## config.mk

```make
export PLATFORM = sky130hd
export DESIGN_NAME = write_back_unit_flat
export DESIGN_NICKNAME = d
export VERILOG_FILES = /design/src/rtl/write_back_unit_pkg.sv /design/src/rtl/write_back_unit_if.sv /design/src/rtl/write_back_unit_mux.sv /design/src/rtl/write_back_unit.sv /design/src/flat_wrapper.sv
export SDC_FILE = /design/constraint.sdc
export NUM_CORES = 1
export LEC_CHECK = 0
export BUFFER_PORTS_ARGS = -buffer_cell sky130_fd_sc_hd__buf_2
export CAP_MARGIN = 5
export CELL_PAD_IN_SITES_DETAIL_PLACEMENT = 2
export CELL_PAD_IN_SITES_GLOBAL_PLACEMENT = 2
export CORE_MARGIN = 4
export CORE_UTILIZATION = 25
export CTS_BUF_LIST = sky130_fd_sc_hd__clkbuf_16
export CTS_CLUSTER_SIZE = 14
export DETAILED_ROUTE_END_ITERATION = 10
export PLACE_DENSITY_LB_ADDON = 0.1
export SETUP_SLACK_MARGIN = 0.15
export SYNTH_ARGS = -nofsm -noshare
export SYNTH_HDL_FRONTEND = slang
export SYNTH_SLANG_ARGS = --single-unit
```

## constraint.sdc

```tcl
create_clock -name clk -period 1.82 [get_ports clk]
set_clock_uncertainty 0.2 [all_clocks]
set_input_delay 0.364 -clock clk [delete_from_list [all_inputs] [get_ports clk]]
set_output_delay 0.364 -clock clk [all_outputs]
set_load 0.01 [all_outputs]
```

## src/rtl/write_back_unit_pkg.sv

```systemverilog
// rtl/write_back_unit_pkg.sv - shared types and constants for the write-back stage
//
// Purpose: FSM state type and the source-index map agreed with the integrator.
// Ports:   none (package).
package wb_pkg;

   typedef enum logic {
      IDLE    = 1'b0,
      PEND_SP = 1'b1
   } wb_state_t;

   localparam int unsigned SRC_ZERO = 0;
   localparam int unsigned SRC_PORT = 1;
   localparam int unsigned SRC_ALU  = 2;
   localparam int unsigned SRC_MEM  = 3;
   localparam int unsigned SRC_SUB  = 4;
   localparam int unsigned SRC_IMM  = 5;

endpackage

```

## src/rtl/write_back_unit_if.sv

```systemverilog
// rtl/write_back_unit_if.sv - MEM/WB to register-file bus of the write-back stage
//
// Purpose: bundles the MEM/WB handshake, the source/control fields and the
//          register-file write port.
// Ports:   master - MEM/WB side (drives instruction fields, sees write port)
//          slave  - write_back_unit side
interface write_back_unit_if #(
   parameter int DATA_W  = 8,
   parameter int NUM_SRC = 8,
   parameter int SEL_W   = $clog2(NUM_SRC),
   parameter int ADDR_W  = 2,
   parameter int CNT_W   = 16
) ();

   logic                      wb_valid_i;
   logic                      wb_ready_o;
   logic [NUM_SRC*DATA_W-1:0] src_data_i;
   logic [SEL_W-1:0]          src_sel_i;
   logic [ADDR_W-1:0]         rd_addr_i;
   logic                      rd_wen_i;
   logic                      sp_wen_i;
   logic [DATA_W-1:0]         sp_data_i;
   logic                      rf_wen_o;
   logic [ADDR_W-1:0]         rf_waddr_o;
   logic [DATA_W-1:0]         rf_wdata_o;
   logic [CNT_W-1:0]          retire_cnt_o;

   modport master (
      output wb_valid_i, src_data_i, src_sel_i, rd_addr_i, rd_wen_i, sp_wen_i, sp_data_i,
      input  wb_ready_o, rf_wen_o, rf_waddr_o, rf_wdata_o, retire_cnt_o
   );

   modport slave (
      input  wb_valid_i, src_data_i, src_sel_i, rd_addr_i, rd_wen_i, sp_wen_i, sp_data_i,
      output wb_ready_o, rf_wen_o, rf_waddr_o, rf_wdata_o, retire_cnt_o
   );

endinterface

```

## src/rtl/write_back_unit_mux.sv

```systemverilog
// rtl/write_back_unit_mux.sv - N-to-1 source multiplexer with zero default
//
// Purpose: picks one DATA_W slice from a flattened source vector.
// Ports:   data (NUM_SRC*DATA_W, in), sel (SEL_W, in), out (DATA_W, out)
module mux_n_1 #(
   parameter int DATA_W  = 8,
   parameter int NUM_SRC = 8,
   parameter int SEL_W   = $clog2(NUM_SRC)
) (
   input  logic [NUM_SRC*DATA_W-1:0] data,
   input  logic [SEL_W-1:0]          sel,
   output logic [DATA_W-1:0]         out
);

   // Selects with no matching source (sel >= NUM_SRC) fall through to zero.
   always_comb begin
      out = '0;
      for (int k = 0; k < NUM_SRC; k++) begin
         if (sel == SEL_W'(k)) begin
            out = data[k*DATA_W +: DATA_W];
         end
      end
   end

endmodule

```

## src/rtl/write_back_unit.sv

```systemverilog
// rtl/write_back_unit.sv - write-back stage driving the single register-file write port
//
// Purpose: selects the Rd result, registers the register-file write, and splits
//          Rd+SP updates (PUSH/POP/CALL/RET) into two consecutive write cycles.
// Ports:   clk   - clock, rising edge
//          rst_n - synchronous active-low reset
//          bus   - write_back_unit_if.slave (MEM/WB handshake, sources, write port)
module write_back_unit
   import wb_pkg::*;
#(
   parameter int DATA_W  = 8,
   parameter int NUM_SRC = 8,
   parameter int SEL_W   = $clog2(NUM_SRC),
   parameter int ADDR_W  = 2,
   parameter int SP_ADDR = 3,
   parameter int CNT_W   = 16
) (
   input  logic               clk,
   input  logic               rst_n,
   write_back_unit_if.slave   bus
);

   localparam logic [ADDR_W-1:0] SP_A = ADDR_W'(SP_ADDR);

   wb_state_t         state;
   wb_state_t         state_next;
   logic              ready;
   logic              accept;
   logic              dual;
   logic [DATA_W-1:0] rd_data;
   logic [DATA_W-1:0] pend_data;
   logic              wen_next;
   logic [ADDR_W-1:0] waddr_next;
   logic [DATA_W-1:0] wdata_next;
   logic              rf_wen;
   logic [ADDR_W-1:0] rf_waddr;
   logic [DATA_W-1:0] rf_wdata;
   logic [CNT_W-1:0]  retire_cnt;

   mux_n_1 #(
      .DATA_W  (DATA_W),
      .NUM_SRC (NUM_SRC),
      .SEL_W   (SEL_W)
   ) u_rd_mux (
      .data (bus.src_data_i),
      .sel  (bus.src_sel_i),
      .out  (rd_data)
   );

   assign ready  = (state == IDLE);
   assign accept = bus.wb_valid_i && ready;
   // Rd targeting SP itself collapses to a single write; the Rd value wins.
   assign dual   = bus.rd_wen_i && bus.sp_wen_i && (bus.rd_addr_i != SP_A);

   always_ff @(posedge clk) begin
      if (!rst_n) begin
         state <= IDLE;
      end else begin
         state <= state_next;
      end
   end

   always_comb begin
      state_next = state;
      case (state)
         IDLE:    if (accept && dual) state_next = PEND_SP;
         PEND_SP: state_next = IDLE;
         default: state_next = IDLE;
      endcase
   end

   // Address/data default to their current value so an idle cycle holds them.
   always_comb begin
      wen_next   = 1'b0;
      waddr_next = rf_waddr;
      wdata_next = rf_wdata;
      case (state)
         IDLE: begin
            if (accept && bus.rd_wen_i) begin
               wen_next   = 1'b1;
               waddr_next = bus.rd_addr_i;
               wdata_next = rd_data;
            end else if (accept && bus.sp_wen_i) begin
               wen_next   = 1'b1;
               waddr_next = SP_A;
               wdata_next = bus.sp_data_i;
            end
         end
         PEND_SP: begin
            wen_next   = 1'b1;
            waddr_next = SP_A;
            wdata_next = pend_data;
         end
         default: ;
      endcase
   end

   always_ff @(posedge clk) begin
      if (!rst_n) begin
         rf_wen     <= 1'b0;
         rf_waddr   <= '0;
         rf_wdata   <= '0;
         pend_data  <= '0;
         retire_cnt <= '0;
      end else begin
         rf_wen   <= wen_next;
         rf_waddr <= waddr_next;
         rf_wdata <= wdata_next;
         if (accept && dual) begin
            pend_data <= bus.sp_data_i;
         end
         if (accept) begin
            retire_cnt <= retire_cnt + 1'b1;
         end
      end
   end

   assign bus.wb_ready_o   = ready;
   assign bus.rf_wen_o     = rf_wen;
   assign bus.rf_waddr_o   = rf_waddr;
   assign bus.rf_wdata_o   = rf_wdata;
   assign bus.retire_cnt_o = retire_cnt;

endmodule

```

## src/flat_wrapper.sv

```systemverilog
// flat-port wrapper written by rule: the top's interface ports become plain ports
module write_back_unit_flat import wb_pkg::*;
#(
   parameter int DATA_W  = 8,
   parameter int NUM_SRC = 8,
   parameter int SEL_W   = $clog2(NUM_SRC),
   parameter int ADDR_W  = 2,
   parameter int SP_ADDR = 3,
   parameter int CNT_W   = 16
)
  (clk, rst_n, bus_wb_valid_i, bus_src_data_i, bus_src_sel_i, bus_rd_addr_i, bus_rd_wen_i, bus_sp_wen_i, bus_sp_data_i, bus_wb_ready_o, bus_rf_wen_o, bus_rf_waddr_o, bus_rf_wdata_o, bus_retire_cnt_o);
  write_back_unit_if #(.DATA_W(DATA_W), .NUM_SRC(NUM_SRC), .SEL_W(SEL_W), .ADDR_W(ADDR_W), .CNT_W(CNT_W)) bus_i ();
  input  logic clk;
  input  logic rst_n;
  input wire logic [$bits(bus_i.wb_valid_i)-1:0] bus_wb_valid_i;
  input wire logic [$bits(bus_i.src_data_i)-1:0] bus_src_data_i;
  input wire logic [$bits(bus_i.src_sel_i)-1:0] bus_src_sel_i;
  input wire logic [$bits(bus_i.rd_addr_i)-1:0] bus_rd_addr_i;
  input wire logic [$bits(bus_i.rd_wen_i)-1:0] bus_rd_wen_i;
  input wire logic [$bits(bus_i.sp_wen_i)-1:0] bus_sp_wen_i;
  input wire logic [$bits(bus_i.sp_data_i)-1:0] bus_sp_data_i;
  output wire logic [$bits(bus_i.wb_ready_o)-1:0] bus_wb_ready_o;
  output wire logic [$bits(bus_i.rf_wen_o)-1:0] bus_rf_wen_o;
  output wire logic [$bits(bus_i.rf_waddr_o)-1:0] bus_rf_waddr_o;
  output wire logic [$bits(bus_i.rf_wdata_o)-1:0] bus_rf_wdata_o;
  output wire logic [$bits(bus_i.retire_cnt_o)-1:0] bus_retire_cnt_o;
  assign bus_i.wb_valid_i = bus_wb_valid_i;
  assign bus_i.src_data_i = bus_src_data_i;
  assign bus_i.src_sel_i = bus_src_sel_i;
  assign bus_i.rd_addr_i = bus_rd_addr_i;
  assign bus_i.rd_wen_i = bus_rd_wen_i;
  assign bus_i.sp_wen_i = bus_sp_wen_i;
  assign bus_i.sp_data_i = bus_sp_data_i;
  assign bus_wb_ready_o = bus_i.wb_ready_o;
  assign bus_rf_wen_o = bus_i.rf_wen_o;
  assign bus_rf_waddr_o = bus_i.rf_waddr_o;
  assign bus_rf_wdata_o = bus_i.rf_wdata_o;
  assign bus_retire_cnt_o = bus_i.retire_cnt_o;
  write_back_unit #(.DATA_W(DATA_W), .NUM_SRC(NUM_SRC), .SEL_W(SEL_W), .ADDR_W(ADDR_W), .SP_ADDR(SP_ADDR), .CNT_W(CNT_W)) u_core (.clk(clk), .rst_n(rst_n), .bus(bus_i));
endmodule
```

==> reports/metrics.yaml <==
path_class: "register to register"
wl_per_cell_um: 17.0
coreArea_um2: 8760
first_pass_iters: 4
drv_slew: 0
synth_area_um2: 2270
gp_congestion: 0.748
finalSetupViolations: 0
synth_seq_area_share_pct: 31.8
grt_pass1_vias: 2811
p_leak_nw: 1.53
vdd_drop_max_v: 0.000329
dieArea_um2: 10700
clkPwrFrac_pct: 39.2
path_max_fanout: 6
syn_inst: 255
clockBufferDepth: 2
antenna_found_initial: 0
avgSynthCellArea_um2: 8.89
drcViolationCount: 0
synth_area_leader_cell: "dfxtp_1"
synthFlopType: "dfxtp_1"
port_buffers: 109
area_delta_synth_final_pct: 46.6
routed_wl_um: 8310
grt_pass1_wl_um: 13600
syn-num-nets: 338
setup_tns_ps: 0
synthArstFlopShare_pct: 0
drive_gt1_share_pct: 47.5
finalHoldViolCount: 0
grt_max_degree: 36
hp-class: "primary input to register"
synth-edff-count: 0
synth_top_area_share_pct: 31.8
cp.arrival_ps: 1680
path_clk_slew_ps: 60
chipHeight_um: 103
antennaDiodeCount: 0
cp.required_ps: 1830
cp-end-kind: "register"
ant_nets: 0
switching_share_pct: 26.9
layout.nets: 463
synth.top_cells.by_area: "dfxtp_1 32%, mux2i_1 9.7%, mux4_2 4.0%"
clk_latency_ps: 280
dp_hpwl_um: 6640
synth_seq_cells: 36
powerDensity_nw_per_um2: 637
maxCapViolCount: 0
yosysWarnings: 0
io_pins: 110
min_period_ps: 1670
report.power.total_mw: 2.12
htreeDepth: 2
critPathLaunchType: "register"
clock-sinks: 36
num_vias: 2476
rsz0062_at_grt: "yes"
max_freq_mhz: 599
die_w_um: 103
p_comb_share_pct: 21.0
maxSlewHeadroom_pct: 69.6
overflow: 0
cts_root_buf: "clkbuf_16"
grt.total_usage_pct: 16.0
initial_core_util_pct: 25.9
status: "complete, no violations"
tritoncts: "yes"
seqPwrFrac_pct: 39.8
drt_iter0_drc: 54
yosysUniqueCellTypes: 53
p_switching_mw: 0.570
intPower_mw: 1.55
num_rows: 34
cts_buffers: 5
post-route-period-util_pct: 91.7
post_drt_via_cell_ratio: 5.06
worst_slew_pin_slew_ps: 451
[worst paths after layout]
kind                            slack (ps)                     endpoint                start  depth (start not counted)
worst min-delay path                   150          u_core.pend_data[3]     bus_sp_data_i[3]                          3
worst max-delay path                   150  u_core.bus.retire_cnt_o[11]         u_core.state                          5
worst min register to register         290          u_core.pend_data[2]  u_core.pend_data[2]                          2
worst max register to register         150  u_core.bus.retire_cnt_o[11]         u_core.state                          5
[logic make-up after synthesis]
kind of cell    count (synthesis)  synth area share [%]
simple gates                   89                  22.2
mux                            32                  16.7
compound gates                 65                  20.9
flops                          36                  31.8
fa+ha+maj                       1                 0.552
buf+inv                        23                  4.42
xor+xnor                        9                  3.48
[synthesized netlist by cell type (all sizes together) (6+ instances only)]
library cell  number
a21o               6
a21oi             11
buf               11
clkbuf             8
dfxtp             36
mux2               6
mux2i             22
nand2             13
nand2b             6
nand3              6
nand4              6
nor2              23
nor2b              9
nor3b              6
o21ai              8
[critical path, cell delays in order, from the launching register on]
cell and delay, ps:
dfxtp_4 360, and4b_4 350, nand3_4 90, buf_6 140, or3_4 330, a21oi_2 130
[power groups by stage]
stage	Sequential [mW]	Clock (mW)	Combinational [mW]
floorplan	0.871	0	0.222
global placement	0.859	0	0.435
detailed placement	0.859	0	0.445
CTS	0.842	0.856	0.448
global route	0.848	0.892	0.494
finish	0.844	0.830	0.444
[per-layer routing]
layer	wire (um)	track usage, %
met5	0	0
met4	73	3.88
met3	493	3.76
met2	4250	29.1
met1	3500	19.0
[placed cells by master, fill, tap and decap left out, types with 3 or more instances in the layout]
master | synthesis | layout
a211o_1 | 4 | 4
clkbuf_16 | 0 | 5
xor2_1 | 5 | 5
a211oi_1 | 4 | 4
o21ai_0 | 8 | 8
nor3_1 | 4 | 4
o22ai_1 | 5 | 5
nor2_1 | 23 | 23
nor2b_1 | 9 | 9
a21oi_2 | 0 | 4
o32ai_1 | 3 | 3
a21oi_1 | 11 | 7
dfxtp_1 | 36 | 27
nand4_1 | 5 | 5
mux2_2 | 6 | 6
buf_2 | 8 | 109
o32a_1 | 4 | 4
dfxtp_2 | 0 | 7
nand2_1 | 13 | 13
a21o_1 | 6 | 6
o311ai_0 | 4 | 4
nand3_1 | 5 | 5
buf_4 | 1 | 24
mux4_2 | 4 | 4
mux2i_1 | 22 | 22
o21a_1 | 5 | 5
nand2b_1 | 6 | 6
xnor2_1 | 4 | 4
nor3b_1 | 6 | 6
inv_1 | 3 | 3
[sequential cells by signal, summed over array words and instances, names as in the netlist]
signal and flops:
u_core.state 1, u_core.bus.rf_wen_o 1, u_core.bus.retire_cnt_o 16, u_core.bus.rf_wdata_o 8, u_core.pend_data 8, u_core.bus.rf_waddr_o 2
[cell type report]
class,count,area [um2]
fillers,1042,5440
clock buffers,5,125
clock inverters,3,13.8
flip-flops and latches,36,737
multi-input cells,196,1510
well taps,108,135
inverters,4,15.0
repair buffers,137,788
[what timing repair did]
action / in CTS / in global routing
gates resized for setup: 5 / 17
hold buffers: 0 / 0
setup endpoints to repair: 9 / 8
buffers inserted: 2 / 4
hold endpoints to repair: 0 / 0
pin swaps: 2 / 3
[stage by stage]
stage / instances / hold WS, ps / setup slack [ps] / utilization, % / instance area [um2]
after floorplan: 255 / 254 / 151 / - / 2280
after global placement: 475 / 267 / 45.1 / 34.9 / 3060
after detailed placement: 475 / 283 / 22.9 / 34.9 / 3060
after CTS: 485 / 141 / 154 / 36.8 / 3230
after global routing: 489 / 162 / 110 / 37.9 / 3320
final: 489 / 146 / 151 / 37.9 / 3320
(Power assumes the default switching activity.)
